===== config.mk =====
export PLATFORM = sky130hd
export DESIGN_NAME = freq_counter_poller
export DESIGN_NICKNAME = d
export VERILOG_FILES = /design/src/rtl/freq_poll_pkg.sv /design/src/rtl/freq_poll_timer.sv /design/src/rtl/freq_counter_poller.sv
export SDC_FILE = /design/constraint.sdc
export NUM_CORES = 1
export LEC_CHECK = 0
export ABC_AREA = 1
export CAP_MARGIN = 20
export CORE_MARGIN = 3
export CORE_UTILIZATION = 68
export CTS_CLUSTER_SIZE = 40
export DETAILED_ROUTE_END_ITERATION = 7
export DONT_BUFFER_PORTS = 1
export PLACE_DENSITY = 0.84
export SLEW_MARGIN = 15
export SYNTH_ARGS = -nofsm -noshare
export SYNTH_HDL_FRONTEND = slang
export SYNTH_SLANG_ARGS = --single-unit

===== constraint.sdc =====
create_clock -name sys_if_clk -period 4 [get_ports sys_if_clk]
set_input_delay 1.2 -clock sys_if_clk [delete_from_list [all_inputs] [get_ports sys_if_clk]]
set_output_delay 1.2 -clock sys_if_clk [all_outputs]
set_load 0.01 [all_outputs]

===== src/rtl/freq_poll_pkg.sv =====
// Shared definitions for the freq counter poller: register map offsets,
// CTRL/STATUS bit positions, the FSM state encoding and an address helper.
package freq_poll_pkg;

    // Register byte offsets inside freq_counter_regs (BASE_ADDR is added on top)
    localparam logic [31:0] REG_HEADER0      = 32'h00;
    localparam logic [31:0] REG_STATUS       = 32'h10;
    localparam logic [31:0] REG_CTRL         = 32'h14;
    localparam logic [31:0] REG_SAMP_WIDTH   = 32'h18;
    localparam logic [31:0] REG_SAMP_COUNT_0 = 32'h20;
    localparam logic [31:0] REG_SAMP_COUNT_7 = 32'h3C;

    // CTRL and STATUS bit positions
    localparam int CTRL_RESETN_BIT       = 0;
    localparam int CTRL_SAMP_START_BIT   = 1;
    localparam int STATUS_SAMP_VALID_BIT = 0;

    // CTRL values written during a run
    localparam logic [31:0] CTRL_HOLD_RESET = 32'h0;
    localparam logic [31:0] CTRL_ARM        = 32'h1 << CTRL_RESETN_BIT;
    localparam logic [31:0] CTRL_GO         = CTRL_ARM | (32'h1 << CTRL_SAMP_START_BIT);

    // Measurement sequencer states
    typedef enum logic [3:0] {
        ST_IDLE,
        ST_HDR_RD,
        ST_WR_RST,
        ST_WR_WIDTH,
        ST_WR_ARM,
        ST_WR_GO,
        ST_GUARD,
        ST_POLL,
        ST_TO_WR,
        ST_RD_CNT,
        ST_PUSH,
        ST_DONE,
        ST_END_WR
    } state_t;

    // Offset of SAMP_COUNT_<idx>
    function automatic logic [31:0] count_offset(input logic [2:0] idx);
        return REG_SAMP_COUNT_0 + {27'd0, idx, 2'b00};
    endfunction

endpackage


===== src/rtl/freq_poll_timer.sv =====
// Loadable saturating down-counter. Shared between the post-start guard
// interval and the STATUS poll timeout; expired is high while the count is 0.
module freq_poll_timer #(
    parameter int W = 32
) (
    input  logic         sys_if_clk,
    input  logic         sys_if_rstn,
    input  logic         load,
    input  logic [W-1:0] load_val,
    output logic         expired
);

    logic [W-1:0] cnt_q;

    // Load has priority; otherwise count down and stick at zero
    always_ff @(posedge sys_if_clk or negedge sys_if_rstn) begin
        if (!sys_if_rstn) begin
            cnt_q <= '0;
        end else if (load) begin
            cnt_q <= load_val;
        end else if (cnt_q != '0) begin
            cnt_q <= cnt_q - 1'b1;
        end
    end

    assign expired = (cnt_q == '0);

endmodule


===== src/rtl/freq_counter_poller.sv =====
// Bus initiator that runs freq counter measurements on the sys_if register
// interface and streams SAMP_COUNT_0..7 out over a valid/ready port.
// Optional feature macro: FREQ_POLL_HEADER_CHECK_EN (HEADER0 check before a run).
//
// Result handshake: a beat transfers on a clock edge where res_valid and
// res_ready are both 1; res_idx/res_data stay stable while res_valid=1 and
// res_ready=0, and res_valid never drops before the transfer.
//
// Bus outputs are registered from the next state, so while the FSM sits in a
// bus state the matching transaction is on sys_if_* for exactly that cycle.
module freq_counter_poller
    import freq_poll_pkg::*;
#(
    parameter logic [31:0] BASE_ADDR   = 32'h0,
    parameter int          GUARD_CYC   = 16,
    parameter int          TIMEOUT_CYC = 2**24,
    parameter logic [31:0] EXP_HEADER0 = 32'h0
) (
    input  logic        sys_if_clk,
    input  logic        sys_if_rstn,
    input  logic        cfg_start,
    input  logic        cfg_continuous,
    input  logic        cfg_stop,
    input  logic [31:0] cfg_samp_width,
    output logic        busy,
    output logic        done,
    output logic        err_timeout,
    output logic        err_header,
    output logic        res_valid,
    input  logic        res_ready,
    output logic [2:0]  res_idx,
    output logic [31:0] res_data,
    output logic        sys_if_wen,
    output logic [31:0] sys_if_addr,
    output logic [31:0] sys_if_wdata,
    input  logic [31:0] sys_if_rdata,
    output state_t      dbg_state
);

    // Timer reload values: N cycles means loading N-1 (at least one cycle)
    localparam logic [31:0] GUARD_LOAD   = (GUARD_CYC   > 0) ? 32'(GUARD_CYC - 1)   : 32'd0;
    localparam logic [31:0] TIMEOUT_LOAD = (TIMEOUT_CYC > 0) ? 32'(TIMEOUT_CYC - 1) : 32'd0;

    state_t      state_q, state_d;
    logic [2:0]  idx_q, idx_d;
    logic [31:0] hold_q;
    logic [31:0] width_q;
    logic        cont_q;
    logic        stop_pend_q;
    logic        err_to_q;
    logic        tmr_load;
    logic [31:0] tmr_val;
    logic        tmr_expired;
    logic        start_acc;
    logic        samp_valid;
    logic        hdr_ok;
    logic        wen_d;
    logic [31:0] addr_d, wdata_d;

    assign start_acc  = (state_q == ST_IDLE) && cfg_start;
    assign samp_valid = sys_if_rdata[STATUS_SAMP_VALID_BIT];

`ifdef FREQ_POLL_HEADER_CHECK_EN
    assign hdr_ok = (sys_if_rdata == EXP_HEADER0);
`else
    logic unused_hdr;
    assign unused_hdr = ^EXP_HEADER0;
    assign hdr_ok     = 1'b1;
`endif

    freq_poll_timer #(.W(32)) u_timer (
        .sys_if_clk  (sys_if_clk),
        .sys_if_rstn (sys_if_rstn),
        .load        (tmr_load),
        .load_val    (tmr_val),
        .expired     (tmr_expired)
    );

    // Next-state, timer load and index update
    always_comb begin
        state_d  = state_q;
        idx_d    = idx_q;
        tmr_load = 1'b0;
        tmr_val  = '0;
        case (state_q)
            ST_IDLE: begin
                idx_d = 3'd0;
                if (cfg_start) begin
`ifdef FREQ_POLL_HEADER_CHECK_EN
                    state_d = ST_HDR_RD;
`else
                    state_d = ST_WR_RST;
`endif
                end
            end
            ST_HDR_RD:   state_d = hdr_ok ? ST_WR_RST : ST_IDLE;
            ST_WR_RST:   state_d = ST_WR_WIDTH;
            ST_WR_WIDTH: state_d = ST_WR_ARM;
            ST_WR_ARM:   state_d = ST_WR_GO;
            ST_WR_GO: begin
                state_d  = ST_GUARD;
                tmr_load = 1'b1;
                tmr_val  = GUARD_LOAD;
            end
            ST_GUARD: begin
                if (tmr_expired) begin
                    state_d  = ST_POLL;
                    tmr_load = 1'b1;
                    tmr_val  = TIMEOUT_LOAD;
                end
            end
            ST_POLL: begin
                if (samp_valid) begin
                    state_d = ST_RD_CNT;
                end else if (tmr_expired) begin
                    state_d = ST_TO_WR;
                end
            end
            ST_TO_WR:  state_d = ST_IDLE;
            ST_RD_CNT: state_d = ST_PUSH;
            ST_PUSH: begin
                if (res_ready) begin
                    idx_d   = idx_q + 3'd1;
                    state_d = (idx_q == 3'd7) ? ST_DONE : ST_RD_CNT;
                end
            end
            ST_DONE: begin
                if (cont_q && !stop_pend_q && !cfg_stop) begin
                    state_d = ST_WR_GO;
                end else begin
                    state_d = ST_END_WR;
                end
            end
            ST_END_WR: state_d = ST_IDLE;
            default:   state_d = ST_IDLE;
        endcase
    end

    // Bus transaction to present while in the next state
    always_comb begin
        wen_d   = 1'b0;
        addr_d  = BASE_ADDR + REG_STATUS;
        wdata_d = '0;
        case (state_d)
            ST_HDR_RD:   addr_d = BASE_ADDR + REG_HEADER0;
            ST_WR_RST:   begin wen_d = 1'b1; addr_d = BASE_ADDR + REG_CTRL;       wdata_d = CTRL_HOLD_RESET; end
            ST_WR_WIDTH: begin wen_d = 1'b1; addr_d = BASE_ADDR + REG_SAMP_WIDTH; wdata_d = width_q;         end
            ST_WR_ARM:   begin wen_d = 1'b1; addr_d = BASE_ADDR + REG_CTRL;       wdata_d = CTRL_ARM;        end
            ST_WR_GO:    begin wen_d = 1'b1; addr_d = BASE_ADDR + REG_CTRL;       wdata_d = CTRL_GO;         end
            ST_TO_WR:    begin wen_d = 1'b1; addr_d = BASE_ADDR + REG_CTRL;       wdata_d = CTRL_HOLD_RESET; end
            ST_END_WR:   begin wen_d = 1'b1; addr_d = BASE_ADDR + REG_CTRL;       wdata_d = CTRL_ARM;        end
            ST_RD_CNT:   addr_d = BASE_ADDR + count_offset(idx_d);
            default:     ;
        endcase
    end

    // State, bus and index registers
    always_ff @(posedge sys_if_clk or negedge sys_if_rstn) begin
        if (!sys_if_rstn) begin
            state_q      <= ST_IDLE;
            idx_q        <= 3'd0;
            sys_if_wen   <= 1'b0;
            sys_if_addr  <= BASE_ADDR + REG_STATUS;
            sys_if_wdata <= '0;
        end else begin
            state_q      <= state_d;
            idx_q        <= idx_d;
            sys_if_wen   <= wen_d;
            sys_if_addr  <= addr_d;
            sys_if_wdata <= wdata_d;
        end
    end

    // Run configuration, result holding register, stop request and timeout flag
    always_ff @(posedge sys_if_clk or negedge sys_if_rstn) begin
        if (!sys_if_rstn) begin
            hold_q      <= '0;
            width_q     <= '0;
            cont_q      <= 1'b0;
            stop_pend_q <= 1'b0;
            err_to_q    <= 1'b0;
        end else begin
            if (start_acc) begin
                width_q <= cfg_samp_width;
                cont_q  <= cfg_continuous;
            end
            if (state_q == ST_RD_CNT) begin
                hold_q <= sys_if_rdata;
            end
            if (state_q == ST_IDLE) begin
                stop_pend_q <= 1'b0;
            end else if (cfg_stop) begin
                stop_pend_q <= 1'b1;
            end
            if (start_acc) begin
                err_to_q <= 1'b0;
            end else if (state_q == ST_POLL && !samp_valid && tmr_expired) begin
                err_to_q <= 1'b1;
            end
        end
    end

`ifdef FREQ_POLL_HEADER_CHECK_EN
    logic err_hdr_q;

    // Sticky header mismatch flag, cleared by the next accepted start
    always_ff @(posedge sys_if_clk or negedge sys_if_rstn) begin
        if (!sys_if_rstn) begin
            err_hdr_q <= 1'b0;
        end else if (start_acc) begin
            err_hdr_q <= 1'b0;
        end else if (state_q == ST_HDR_RD && !hdr_ok) begin
            err_hdr_q <= 1'b1;
        end
    end

    assign err_header = err_hdr_q;
`else
    assign err_header = 1'b0;
`endif

    assign busy        = (state_q != ST_IDLE);
    assign done        = (state_q == ST_DONE);
    assign res_valid   = (state_q == ST_PUSH);
    assign res_idx     = idx_q;
    assign res_data    = hold_q;
    assign err_timeout = err_to_q;
    assign dbg_state   = state_q;

endmodule

==> flow_summary_export.csv <==
group,metric,value,unit
clock_network,cts_hold_buf,0,
power,ir_drop,0.5149,mV
finish,design_area,6973,um2
critical_path,crit_chain,"nor2_1 > inv_1 > nor2_1 > inv_1",
clock_network,postCtsSetupBuffers,0,
clock_network,clockBufferDepth,2,
clock_network,cts.htree.levels,4,
outcome,outcome,"complete, no violations",
grt,grt_usage,26.97,%
finish,drive_gt1_share,15.72,%
clock_network,clkTransAtPathRegs,0.06,ns
routing,vias,4520,
routing,drtPass1Iterations,6,
finish,multiInputGateArea,2361,um2
place,dp_slack,1.453,ns
synth,ys_ff_latch,143,
grt,grt_pass1_vias,4569,
finish,area_growth,8.551,%
sta,whs,0.3693,ns
finish,diodes,0,
finish,final_nets,747,
critical_path,crit_type,"flip-flop to primary output",
synth,synth_edf_count,0,
critical_path,worstPathArrival,1.72,ns
sta,period_needed,2.918,ns
critical_path,cp_max_fo,8,
routing,via_per_inst,5.686,
critical_path,path_delay_family,"flip-flops",
sta,setup_viol,0,
clock_network,cts_tree,"done",
sta,setup_tns,0,ns
grt,grt_overflow_total,0,
critical_path,end_kind,"primary output",
sta,tightest_slew,0.9847,ns
place,hpwl,9640,um
clock_network,clk_latency,0.52,ns
clock_network,ctsResizeCount,0,
sta,slew_violations,0,
critical_path,cp.buffers_inverters,2,
routing,drc,0,
routing,antenna_left,0,
clock_network,cts-root-buf,"clkbuf_8",
floorplan,start_util,71.90,%
sta,slew_headroom,34.20,%
sta,fmax,342.7,MHz
critical_path,startpoint_type,"flip-flop",
sta,fin_skew,0.007798,ns
synth,netlist_instances,668,
synth,synth_ff_type,"dfrtp_1",
place,port_buffers,0,
critical_path,max_stage_delay,0.50,ns
synth,synth_area_leaders,"dfrtp_1, nand2_1, mux2_2",
synth,syn_area,6424,um2
power,p_leak,3.559,nW
sta,finalCritPeriodShare,72.96,%
clock_network,clkSinkCount,143,
floorplan,pin_count,179,
grt,grt_max_degree,144,
critical_path,crit_slowest_cell,"dfrtp_1",
synth,synth_top_cell_area_share,55.32,%
sta,fin_ws,1.082,ns
floorplan,dieArea,10650,um2
synth,synth_top_area_cell,"dfrtp_1",
routing,drtIter0Drc,227,
synth,avgSynthCellArea,9.616,um2
place,place_area,6400,um2
job,cap_violations,0,
finish,seqCellArea,3580,um2
critical_path,worst_ep_required_time,2.80,ns
floorplan,num_rows,34,
synth,yosysWarnings,0,
floorplan,fp.coreArea,8934,um2
routing,routedWlPerCell,17.63,um
grt,antenna_found_initial,0,
floorplan,die_h,103.2,um
routing,wl,14010,um
finish,fillers,578,
grt,grt_pass1_wl,21880,um
place,gp_congestion,0.8700,
synth,async_flop_share,100.0,%
sta,rsz0062_at_grt,"no",
sta,hold_viol_final,0,
clock_network,cts_buffers,17,
power,power.density,885.9,nW/um2
synth,yosysSeqAreaShare,55.73,%
synth,yosysUniqueCellTypes,42,
synth,synth_common_cells,"dfrtp_1, nand2_1, nor2_1",
synth,yosysMostFrequentCell,"dfrtp_1",
floorplan,die_w,103.2,um
hold_path,hold_path.class,"input port to asynchronous set/reset pin",
==> cell families after synthesis <==
| kind of cell | count (synthesis) | share of synthesized area (%) |
|---|---|---|
| AO/OA/AOI/OAI | 67 | 5.882 |
| XOR/XNOR | 19 | 2.591 |
| adder cells (fa/ha/maj) | 3 | 0.5844 |
| buffers and inverters | 124 | 9.155 |
| flip-flops | 143 | 55.73 |
| multiplexers | 32 | 5.590 |
| other | 1 | 0.05838 |
| AND/OR/NAND/NOR | 279 | 20.41 |
==> report_power, final <==
part | internal, mW | switching, mW | leakage (nW) | total [mW]
combinational | 0.718 | 1.32 | 1.48 | 2.04
clock | 0.899 | 0.623 | 0.267 | 1.52
sequential | 2.06 | 0.562 | 1.81 | 2.62
==> layout make-up <==
type	instances	area share [%]
multi-input cells	429	33.86
clock inverters	13	2.171
well taps	108	1.938
repair buffers	3	0.3230
inverters	80	4.324
clock buffers	19	6.047
flip-flops and latches	143	51.34
==> state kept, by name (all words and copies together), names as in the netlist <==
| name | cells |
|---|---|
| dbg_state | 4 |
| sys_if_addr | 4 |
| res_data | 32 |
| u_timer.cnt_q | 32 |
| err_timeout | 1 |
| sys_if_wdata | 32 |
| sys_if_wen | 1 |
| width_q | 32 |
| res_idx | 3 |
| stop_pend_q | 1 |
| cont_q | 1 |
==> cells in the final DEF, fill, tap and decap left out, types with 9 or more instances in the layout <==
cell       Yosys  routed
nand3_1       22      22
xor2_1         9       9
conb_1         1      29
a21oi_1        9       9
xnor2_1       10      10
a31oi_1        9       9
nor2_1        87      87
clkbuf_16      0      16
o21ai_0       41      41
dfrtp_1      142     142
nor3_1        10      10
mux2_2        31      31
inv_1         74      74
nand2_1      113     113
==> metal layers <==
metal  vias to the layer above  part of all wire, %  track usage [%]
li1                       2064                    -                -
met1                      2224                   36            29.58
met2                       194                   54            47.06
met3                        38                  6.9            9.591
met4                         0                  2.8            12.05
met5                         -                    0                0
==> final timing paths <==
kind / slack [ns] / cells past startpoint / to / from
worst max-delay path: 1.08 / 4 / busy / dbg_state[1]
worst min-delay path: 0.37 / 0 / u_timer.cnt_q[19] / sys_if_rstn
worst max register to register: 1.52 / 8 / width_q[20] / dbg_state[1]
worst min register to register: 0.49 / 2 / sys_if_wdata[5] / width_q[5]
max in group asynchronous: 3.38 / 0 / sys_if_addr[4] / sys_if_rstn
min in group sys_if_clk: 0.49 / 2 / sys_if_wdata[5] / width_q[5]
==> through the flow <==
stage | instances | utilization [%] | total power [mW]
2_1_floorplan | 696 | - | 4.163
3_3_place_gp | 763 | 71.64 | 4.510
3_5_place_dp | 763 | 71.64 | 4.613
4_1_cts | 795 | 78.05 | 6.178
5_1_grt | 795 | 78.05 | 6.580
6_report | 795 | 78.05 | 6.177
(Power assumes the default switching activity.)
